--- src/rtl/sr_pkg.sv ---
// sr_pkg: ALU command encodings, flag indices and status types for the status register unit
package sr_pkg;

    localparam logic [3:0] EXE_MOV = 4'b0001;
    localparam logic [3:0] EXE_ADD = 4'b0010;
    localparam logic [3:0] EXE_ADC = 4'b0011;
    localparam logic [3:0] EXE_SUB = 4'b0100;
    localparam logic [3:0] EXE_SBC = 4'b0101;
    localparam logic [3:0] EXE_AND = 4'b0110;
    localparam logic [3:0] EXE_ORR = 4'b0111;
    localparam logic [3:0] EXE_EOR = 4'b1000;
    localparam logic [3:0] EXE_MVN = 4'b1001;

    localparam int FLAG_N = 3;
    localparam int FLAG_Z = 2;
    localparam int FLAG_C = 1;
    localparam int FLAG_V = 0;

    typedef logic [3:0] sr_flags_t;

    function automatic logic isSubCmd(input logic [3:0] cmd);
        return cmd == EXE_SUB || cmd == EXE_SBC;
    endfunction

endpackage

--- src/rtl/status_register_unit_flag_alu.sv ---
// flag_alu: combinational EXE ALU producing the result and N,Z,C,V flags
module flag_alu
    import sr_pkg::*;
#(
    parameter int WIDTH = 32
) (
    input  logic [3:0]       cmd,
    input  logic [WIDTH-1:0] a,
    input  logic [WIDTH-1:0] b,
    input  logic             cIn,
    input  logic             vIn,
    output logic [WIDTH-1:0] res,
    output logic             n,
    output logic             z,
    output logic             c,
    output logic             v,
    output logic             flagsValid
);

    logic [WIDTH:0]   sum;
    logic [WIDTH-1:0] bOp;
    logic             carry0;
    logic             isSub;

    always_comb begin
        isSub = isSubCmd(cmd);
        bOp = isSub ? ~b : b;
        // ADC/SBC take the committed carry; plain SUB is a + ~b + 1
        carry0 = (cmd == EXE_ADC || cmd == EXE_SBC) ? cIn : isSub;
        sum = {1'b0, a} + {1'b0, bOp} + {{WIDTH{1'b0}}, carry0};
        res = '0;
        c = cIn;
        v = vIn;
        flagsValid = 1'b1;
        case (cmd)
            EXE_MOV: res = b;
            EXE_MVN: res = ~b;
            EXE_AND: res = a & b;
            EXE_ORR: res = a | b;
            EXE_EOR: res = a ^ b;
            EXE_ADD, EXE_ADC: begin
                res = sum[WIDTH-1:0];
                c = sum[WIDTH];
                v = (a[WIDTH-1] == b[WIDTH-1]) && (sum[WIDTH-1] != a[WIDTH-1]);
            end
            EXE_SUB, EXE_SBC: begin
                res = sum[WIDTH-1:0];
                c = sum[WIDTH];
                v = (a[WIDTH-1] != b[WIDTH-1]) && (sum[WIDTH-1] != a[WIDTH-1]);
            end
            default: flagsValid = 1'b0;
        endcase
        n = res[WIDTH-1];
        z = res == '0;
    end

endmodule

--- src/rtl/status_register_unit.sv ---
// status_register_unit: architectural NZCV register with ALU flag update, bypass, hazard and exception shadow
module status_register_unit
    import sr_pkg::*;
#(
    parameter int WIDTH = 32
) (
    input  logic             clk,
    input  logic             rst_n,
    input  logic             exe_valid,
    input  logic [3:0]       exe_cmd,
    input  logic             exe_s,
    input  logic [WIDTH-1:0] op_a,
    input  logic [WIDTH-1:0] op_b,
    input  logic             stall,
    input  logic             flush,
    input  logic             sr_wr_en,
    input  logic [3:0]       sr_wr_data,
    input  logic             exc_enter,
    input  logic             exc_return,
    input  logic             id_uses_sr,
    output logic [WIDTH-1:0] alu_result,
    output logic [3:0]       status_reg,
    output logic [3:0]       status_fwd,
    output logic             sr_hazard
);

    sr_flags_t statusQ;
    sr_flags_t shadowQ;
    sr_flags_t aluFlags;
    sr_flags_t nextStatus;
    logic      excActive;
    logic      n, z, c, v, flagsValid;
    logic      retEff;
    logic      aluUpd;

    flag_alu #(.WIDTH(WIDTH)) uAlu (
        .cmd        (exe_cmd),
        .a          (op_a),
        .b          (op_b),
        .cIn        (statusQ[FLAG_C]),
        .vIn        (statusQ[FLAG_V]),
        .res        (alu_result),
        .n          (n),
        .z          (z),
        .c          (c),
        .v          (v),
        .flagsValid (flagsValid)
    );

    always_comb begin
        aluFlags = {n, z, c, v};
        // a return outside an exception is a no-op, so lower priorities still apply
        retEff = exc_return & excActive;
        aluUpd = exe_valid & exe_s & ~flush & flagsValid;
        nextStatus = retEff    ? shadowQ    :
                     exc_enter ? statusQ    :
                     sr_wr_en  ? sr_wr_data :
                     aluUpd    ? aluFlags   : statusQ;
    end

    always_ff @(posedge clk or negedge rst_n) begin
        if (!rst_n) begin
            statusQ   <= '0;
            shadowQ   <= '0;
            excActive <= 1'b0;
        end else if (!stall) begin
            statusQ <= nextStatus;
            if (retEff) begin
                excActive <= 1'b0;
            end else if (exc_enter) begin
                shadowQ   <= statusQ;
                excActive <= 1'b1;
            end
        end
    end

    assign status_reg = statusQ;
    assign status_fwd = nextStatus;
    assign sr_hazard  = id_uses_sr & exe_valid & exe_s & ~flush;

endmodule

--- config.mk ---
export PLATFORM = sky130hd
export DESIGN_NAME = status_register_unit
export DESIGN_NICKNAME = d
export VERILOG_FILES = /design/src/rtl/sr_pkg.sv /design/src/rtl/status_register_unit_flag_alu.sv /design/src/rtl/status_register_unit.sv
export SDC_FILE = /design/constraint.sdc
export NUM_CORES = 1
export LEC_CHECK = 0
export CAP_MARGIN = 10
export CORE_MARGIN = 3
export CORE_UTILIZATION = 57
export DETAILED_ROUTE_END_ITERATION = 10
export GPL_TIMING_DRIVEN = 0
export PLACE_DENSITY = 0.87
export SKIP_CTS_REPAIR_TIMING = 1
export SLEW_MARGIN = 30
export SYNTH_ARGS = -nofsm -noshare
export SYNTH_HDL_FRONTEND = slang
export SYNTH_SLANG_ARGS = --single-unit
--- constraint.sdc ---
create_clock -name clk -period 15.6 [get_ports clk]
set_clock_uncertainty 0.2 [all_clocks]
set_input_delay 3.12 -clock clk [delete_from_list [all_inputs] [get_ports clk]]
set_output_delay 3.12 -clock clk [all_outputs]
set_load 0.02 [all_outputs]
* Word level (Yosys, flattened, before mapping)
Cells that the tools add are included.
** Operators by class
- Reductions and logical operators :: 12
- Equal/unequal tests :: 12
- Mux-type cells :: 12
- Bitwise operators :: 14
- Add/subtract/negate cells :: 2
** Operators with widths (count)
- case mux 32 bit (6 select lines) :: 1
- adder 32 x 32 -> 33 bit :: 1
- adder 33 x 1 -> 33 bit :: 1
- AND 32 bit :: 1
- zero test 32 bit :: 1
- two-way mux 32 bit :: 1
- inverter 32 bit :: 1
- bitwise OR 32 bit :: 1
- bitwise XOR 32 bit :: 1
- equality test 4 x 3 -> 1 bit (second input constant) :: 4
- two-way mux 4 bit :: 4
- OR reduction 9 bit :: 1
- equality test 4 x 2 -> 1 bit (second input constant) :: 2
- equality test 4 bit (second input constant) :: 2
- AND 1 bit :: 7
- two-way mux 1 bit :: 5
- equality test 4 x 1 -> 1 bit (second input constant) :: 1
- OR reduction 2 bit :: 2
- OR reduction 4 bit :: 1
- inverter 1 bit :: 3
- AND reduction 3 bit :: 1
- logical AND 1 bit :: 2
- logical OR 1 bit :: 2
- inequality test 1 bit :: 2
- other kinds (4) :: 4
** Word-level totals
- Bits of input ports :: 82
- Logic and storage cells :: 55
- Output and inout port bits :: 41
- Register bits :: 9

* Longest topological paths before layout
- Depth in word-level cells :: 12
- Mapped depth :: 21
- Depth with buffers taken out :: 16

* By module
A second synthesis with hierarchy kept.
** Unflattened totals
- Cells, all modules :: 752
- Area, all modules :: 5635.4 um^2
** By module, submodules not included
- flag_alu :: seq. area each 0.0 um^2, instances 1, area each 4972.3 um^2, cells each 689
- status_register_unit :: seq. area each 225.2 um^2, instances 1, area each 663.1 um^2, cells each 63

* Worst setup path after synthesis
OpenSTA, ideal clock, no wires.
- Path kind :: in2out
- Start point :: in exe_cmd[3]
- End point :: out status_fwd[2]
- Path slack :: 3872 ps
- Cell stages on the path :: 19
- Data required time :: 12280 ps
- Data arrival time :: 8408 ps
- Buffers on the path :: 5
- Cells stage by stage :: buf_2 -> buf_2 -> buf_1 -> clkbuf_1 -> nor3_1 -> clkbuf_1 -> xnor2_1 -> fa_1 -> inv_1 -> fa_1 -> nor3_1 -> a311oi_1 -> o22ai_1 -> or4_1 -> or3_1 -> or4_1 -> nor4_1 -> nand4_1 -> o21ai_1
** Between the ends
- Longest elaborated chain between the ends :: 11
- Elaborated cells between the ends (all ways) :: 25
- Classes of those cells :: add/sub: 2; eq/ne: 9; mux: 8; bitwise: 1; reduce/logical: 5
** RTL lines
- start, declared :: RTL line status_register_unit.sv:10 : input logic [3:0] exe_cmd,
- equality test 4 x 3 -> 1 bit (on tied branches) :: RTL line sr_pkg.sv:22, status_register_unit_flag_alu.sv:35, status_register_unit_flag_alu.sv:29
- logical OR 1 bit :: RTL line sr_pkg.sv:22 : return cmd == EXE_SUB || cmd == EXE_SBC;
- two-way mux 32 bit :: RTL line status_register_unit_flag_alu.sv:27 : bOp = isSub ? ~b : b;
- adder 32 x 32 -> 33 bit :: RTL line status_register_unit_flag_alu.sv:30 : sum = {1'b0, a} + {1'b0, bOp} + {{WIDTH{1'b0}}, carry0};
- adder 33 x 1 -> 33 bit :: RTL line status_register_unit_flag_alu.sv:30
- case mux 32 bit (6 select lines) * :: RTL line status_register_unit_flag_alu.sv:35 : case (cmd)
- via alu_result[1] :: RTL line status_register_unit.sv:21 : output logic [WIDTH-1:0] alu_result,
- zero test 32 bit * :: RTL line status_register_unit_flag_alu.sv:54 : z = res == '0;
- two-way mux 4 bit * :: RTL line status_register_unit.sv:58 : aluUpd ? aluFlags : statusQ;
- two-way mux 4 bit * :: RTL line status_register_unit.sv:57 : sr_wr_en ? sr_wr_data :
- two-way mux 4 bit * :: RTL line status_register_unit.sv:56 : exc_enter ? statusQ :
- two-way mux 4 bit * :: RTL line status_register_unit.sv:55 : nextStatus = retEff ? shadowQ :
- end, declared :: RTL line status_register_unit.sv:23 : output logic [3:0] status_fwd,
Mark *: on every way through the listed nets, which the timed path passes. The rest lies on a longest branch.

* Worst setup path after layout
- Start point :: in exe_cmd[3]
- End point :: out status_fwd[2]
** Between the ends
- Longest elaborated chain between the ends :: 11
- Elaborated cells between the ends (all ways) :: 25
- Classes of those cells :: add/sub: 2; eq/ne: 9; mux: 8; bitwise: 1; reduce/logical: 5
** RTL lines (RTL line)
- equality test 4 x 3 -> 1 bit (on tied branches) :: sr_pkg.sv:22, status_register_unit_flag_alu.sv:35, status_register_unit_flag_alu.sv:29
- logical OR 1 bit :: sr_pkg.sv:22
- two-way mux 32 bit :: status_register_unit_flag_alu.sv:27
- adder 32 x 32 -> 33 bit :: status_register_unit_flag_alu.sv:30
- adder 33 x 1 -> 33 bit :: status_register_unit_flag_alu.sv:30
- case mux 32 bit (6 select lines) :: status_register_unit_flag_alu.sv:35
- zero test 32 bit :: status_register_unit_flag_alu.sv:54
- two-way mux 4 bit * :: status_register_unit.sv:58
- two-way mux 4 bit * :: status_register_unit.sv:57
- two-way mux 4 bit * :: status_register_unit.sv:56
- two-way mux 4 bit * :: status_register_unit.sv:55
Mark *: on every way between the ends. The rest lies on a longest branch, timed or not.

==> impl_metrics.json <==
{
  "cts_tree": "yes",
  "required_ns": 12.28,
  "port_buffers": 120,
  "cp.arrival_ns": 10.48,
  "crit_family": "simple AND/OR/NAND/NOR gates",
  "startpoint_type": "input port",
  "rows": 35,
  "grt_pass1_wl_mm": 32.1,
  "root_buffer": "clkbuf_8",
  "h-tree-depth": 1,
  "cts_buffers": 3,
  "yosysWarnings": 0,
  "totalWireLength_mm": 20.0,
  "drc_errors": 0,
  "layout-drive-gt1-share_pct": 2.98,
  "grt_max_degree": 11,
  "crit_path_end_kind": "output port",
  "ant_nets": 0,
  "timing.setup.tns_ns": 0,
  "p_leak_nw": 2.94,
  "instances_no_fill": 1034,
  "dpl.hpwl_mm": 15.9,
  "synth.distinct_cells": 65,
  "design.core.area_um2": 9280,
  "crit_fanout": 10,
  "slowest_stage": "nor3_1",
  "ir_drop_v": 0.0000368,
  "status": "complete, no violations",
  "placed_cells": 1030,
  "fillers": 750,
  "fin_crit_sh_pct": 88.5,
  "vias_per_cell": 6.35,
  "place_ws_ns": 2.01,
  "num_vias": 6570,
  "ys.flop_type": "dfrtp_1",
  "setup_viol": 0,
  "synth_edf_count": 0,
  "synth_commonest_cells": "ha_1, inv_1, a21oi_1, nand2_1, xnor2_1",
  "die_w_um": 104,
  "fmax_mhz": 72.4,
  "syn_area_per_cell_um2": 6.98,
  "rsz0062_at_grt": "false",
  "min_period_ns": 13.80,
  "syn_nets": 960,
  "wl_per_cell_um": 19.3,
  "ys_ff_latch": 9,
  "fin_nets": 1085,
  "clkTransAtPathRegs_ns": 0.05,
  "antenna_found_initial": 0,
  "cts_sinks": 9,
  "hold_viol_final": 0,
  "dieHeight_um": 104,
  "timing.critical_path.buf_inv": 7,
  "path_cells": "buf_2 -> buf_2 -> buf_1 -> clkbuf_1 -> nor3_1 -> clkbuf_1 -> xnor2_1 -> fa_1 -> inv_1 -> fa_1 -> nor3_1 -> a311oi_1 -> o22ai_1 -> or4_1 -> or3_1 -> or4_1 -> nor4_1 -> nand4_1 -> o21ai_1 -> clkdlybuf4s50_1",
  "postSynthCellCount": 781,
  "ys_top_cells_by_area": "ha_1, xnor2_1, a21oi_1",
  "synth_most_common_cell": "ha_1",
  "synth_top_cell_by_area": "ha_1",
  "slowest_delay_ns": 0.82,
  "timing.final.max_slew_violations": 0,
  "critical_path_class": "in -> out",
  "powerDensity_nw_per_um2": 56.3,
  "drtIter0Drc": 659,
  "ys_seq_area_share_pct": 4.13,
  "pin_count": 123,
  "dieArea_um2": 10800,
  "hold_class": "reg -> reg",
  "grt_overflow": 0,
  "dr.pass1.iters": 8,
  "grt_pass1_vias": 6581,
  "n_antenna_cell": 0,
  "start_util_pct": 58.7,
  "hold_ws_ns": 0.309,
  "slew_headroom_pct": 37.7,
  "clk-insertion-delay-late_ns": 0.24,
  "async_flop_share_pct": 100,
  "area_growth_pct": 25.8,
  "syn-cell-area_um2": 5450,
  "drv_cap": 0,
  "yosys.area.top_type_share_pct": 21.8,
  "setup_slack_ns": 1.80,
  "place.gp.congestion": 0.983,
  "tightest_slew_ns": 0.935,
  "cts_buffer_depth": 2,
  "grtUsageTotal_pct": 35.4
}
[path summary, 6_finish.rpt]
| check | end | from | slack, ns | depth (start not counted) |
|---|---|---|---|---|
| max | status_fwd[2] | exe_cmd[3] | 1.80 | 20 |
| min | excActive$_DFFE_PN0P_ | excActive$_DFFE_PN0P_ | 0.31 | 1 |
| max reg2reg | status_reg[2]$_DFFE_PN0N_ | status_reg[1]$_DFFE_PN0N_ | 10.90 | 14 |
| min reg2reg | excActive$_DFFE_PN0P_ | excActive$_DFFE_PN0P_ | 0.31 | 1 |
| max in group asynchronous | shadowQ[3]$_DFFE_PN0P_ | rst_n | 11.92 | 1 |
| min in group asynchronous | status_reg[0]$_DFFE_PN0N_ | rst_n | 2.99 | 1 |
[cell families after synthesis]
group                      count (synthesis)  synth area share, %
adders and majority gates                 97                 22.5
muxes                                     19                 3.63
AOI/OAI and AO/OA                        247                 29.8
and+or+nand+nor                          208                 18.7
buffers and inverters                    127                 9.32
DFF                                        9                 4.13
xor gates and xnor gates                  74                 11.9
[layout make-up]
type,count,area [um2],area share [%]
multi-input combinational,645,4720,68.8
timing repair buffer,120,1200,17.5
inverter,83,312,4.54
sequential,9,225,3.28
buffer,44,196,2.86
tap,129,161,2.35
clock buffer,3,41.3,0.602
clock inverter,1,5.00,0.0729
[through the flow]
step,instance area [um2],util [%],power (mW)
floorplan,5450,-,0.233
global placement,6820,73.4,0.340
detailed placement,6820,73.4,0.350
CTS,6860,73.9,0.380
global route,6860,73.9,0.415
finish,6860,73.9,0.386
[report_power, final]
group	internal (mW)	switching, mW	total (mW)
Sequential	0.0313	0.00783	0.0392
Clock	0.0175	0.0100	0.0275
Combinational	0.139	0.181	0.320
[worst reg2reg max path, delay by kind of cell (launching register included)]
family | cells | cell delay [ns]
buffers and inverters | 1 | 0.07
flip-flops | 1 | 0.44
AO/OA/AOI/OAI | 4 | 0.71
AND/OR/NAND/NOR | 7 | 2.42
adder cells (fa/ha/maj) | 2 | 0.78
[placed cells by master (no fill, tap or decap), drive strengths merged, types with 6 or more instances in the layout]
| cell type | netlist | final |
|---|---|---|
| o211ai | 14 | 14 |
| nor2 | 48 | 48 |
| mux2 | 6 | 6 |
| xor2 | 17 | 17 |
| nor3 | 13 | 13 |
| nand3 | 16 | 16 |
| nand2 | 64 | 64 |
| and2 | 9 | 9 |
| nand2b | 11 | 11 |
| a21oi | 68 | 68 |
| xnor2 | 57 | 57 |
| mux2i | 13 | 13 |
| a21o | 8 | 8 |
| a22oi | 12 | 12 |
| nand4 | 10 | 10 |
| o21ai | 50 | 50 |
| a31oi | 6 | 6 |
| a211oi | 13 | 13 |
| clkbuf | 30 | 33 |
| a221oi | 6 | 6 |
| o22ai | 15 | 15 |
| clkdlybuf4s50 | 0 | 120 |
| dfrtp | 9 | 9 |
| or3 | 9 | 9 |
| o21a | 12 | 12 |
| inv | 83 | 83 |
| ha | 95 | 95 |
| buf | 14 | 14 |
[per-layer routing]
metal  track usage [%]  vias to the layer above  share of wire (%)
li1                  -                     3049                  -
met1              44.5                     3053                 41
met3              4.05                       67                8.9
met5                 0                        -                  0
met4              15.7                        0                3.8
met2              60.8                      401                 47
Note: power is estimated with default switching activity, not from simulation.
==> variant: new RTL, config.mk and constraints unchanged <==
Register the output `status_fwd`, without a reset; this adds one clock of latency there. The other outputs are not delayed to match.
--- a/src/rtl/status_register_unit.sv
+++ b/src/rtl/status_register_unit.sv
@@ -76,5 +76,7 @@
 
     assign status_reg = statusQ;
-    assign status_fwd = nextStatus;
+    always_ff @(posedge clk) begin
+        status_fwd <= nextStatus;
+    end
     assign sr_hazard  = id_uses_sr & exe_valid & exe_s & ~flush;
 
Check against the original RTL: not equivalent (a bounded check fails within 4 cycles, from zero or initial values and one cycle with rst_n low).
==> variant against the original RTL <==
- utilization rose by 0.66 points
- routed wire length fell by 0.92%
- final cell count rose by 0.48%
- power rose by 3.8%
- synthesized area rose by 1.5%
- via count fell by 0.29%
- setup slack improved by 0.76 ns
- sequential cell count rose by 4
- final area rose by 1.4%
- die area rose by 1.4%
- global-route usage fell by 0.58 points
==> variant: results (changes against the original RTL) <==
status = finished, final reports clean
Layout Cells excl Fill = 1,039 (+0.48%)
Power, Total = 0.401 mW (+3.8%)
fillcell total = 708 (-5.6%)
crit-path max cell delay = 0.86 ns (+0.04 ns)
clk cell area share = 0.648% (-0.027 points)
Worst EP arrival = 9.72 ns (-0.76 ns)
CTS Sinks = 13 (+4)
DP HPWL = 15.7 mm (-0.72%)
fraction of layout cells with a size suffix above 1 = 2.97% (-0.016 points)
routing usage on met3 = 4.59% (+0.54 points)
hold_ws = 0.306 ns (-0.00352 ns)
Clk power = 0.0305 mW (+11%)
met1 WL = 8.24 mm (+1.6%)
GRT Total Usage = 34.8% (-0.58 points)
DRT iter0 DRCs = 520 (-21%)
CP bufs+invs = 8 (+1)
peak supply drop = 0.0364 mV (-1.2%)
async set-reset flop share out of synthesis = 69.2% (-31 points)
Pre-antenna DRT Iters = 5 (-3)
Layout Nets = 1,090 (+0.46%)
met3 wire len = 1.76 mm (-1.5%)
Global Route met1 Usage = 44.6% (+0.10 points)
main area contributors after synthesis = ha_1, xnor2_1, a21oi_1, inv_1, o21ai_0
Synth cell types = 66 (+1.5%)
Lkg Pwr = 2.98 nW (+1.3%)
Internal Power = 0.202 mW (+7.4%)
Layout clock buffers = 4 (+1)
WL per Instance = 19.0 microns (-1.4%)
## variant: logic make-up (layout without fill, tap and decap cells)
| family | Yosys count | count (layout) | share of synthesized area [%] |
|---|---|---|---|
| compound gates | 247 | 247 | 29.4 |
| simple gates | 208 | 208 | 18.5 |
| buf+inv | 127 | 252 | 9.18 |
| fa+ha+maj | 97 | 97 | 22.2 |
| xor+xnor | 74 | 74 | 11.7 |
| mux | 19 | 19 | 3.57 |
| flops | 13 | 13 | 5.52 |
## variant: final timing paths
path / start / end / depth (start not counted)
worst max-delay path: exe_cmd[3] / alu_result[31] / 17
worst min-delay path: excActive / excActive / 1
worst max register to register: status_reg[1] / status_fwd[2] / 14
worst min register to register: excActive / excActive / 1
max in group asynchronous: rst_n / status_reg[0] / 1
min in group asynchronous: rst_n / shadowQ[0] / 1
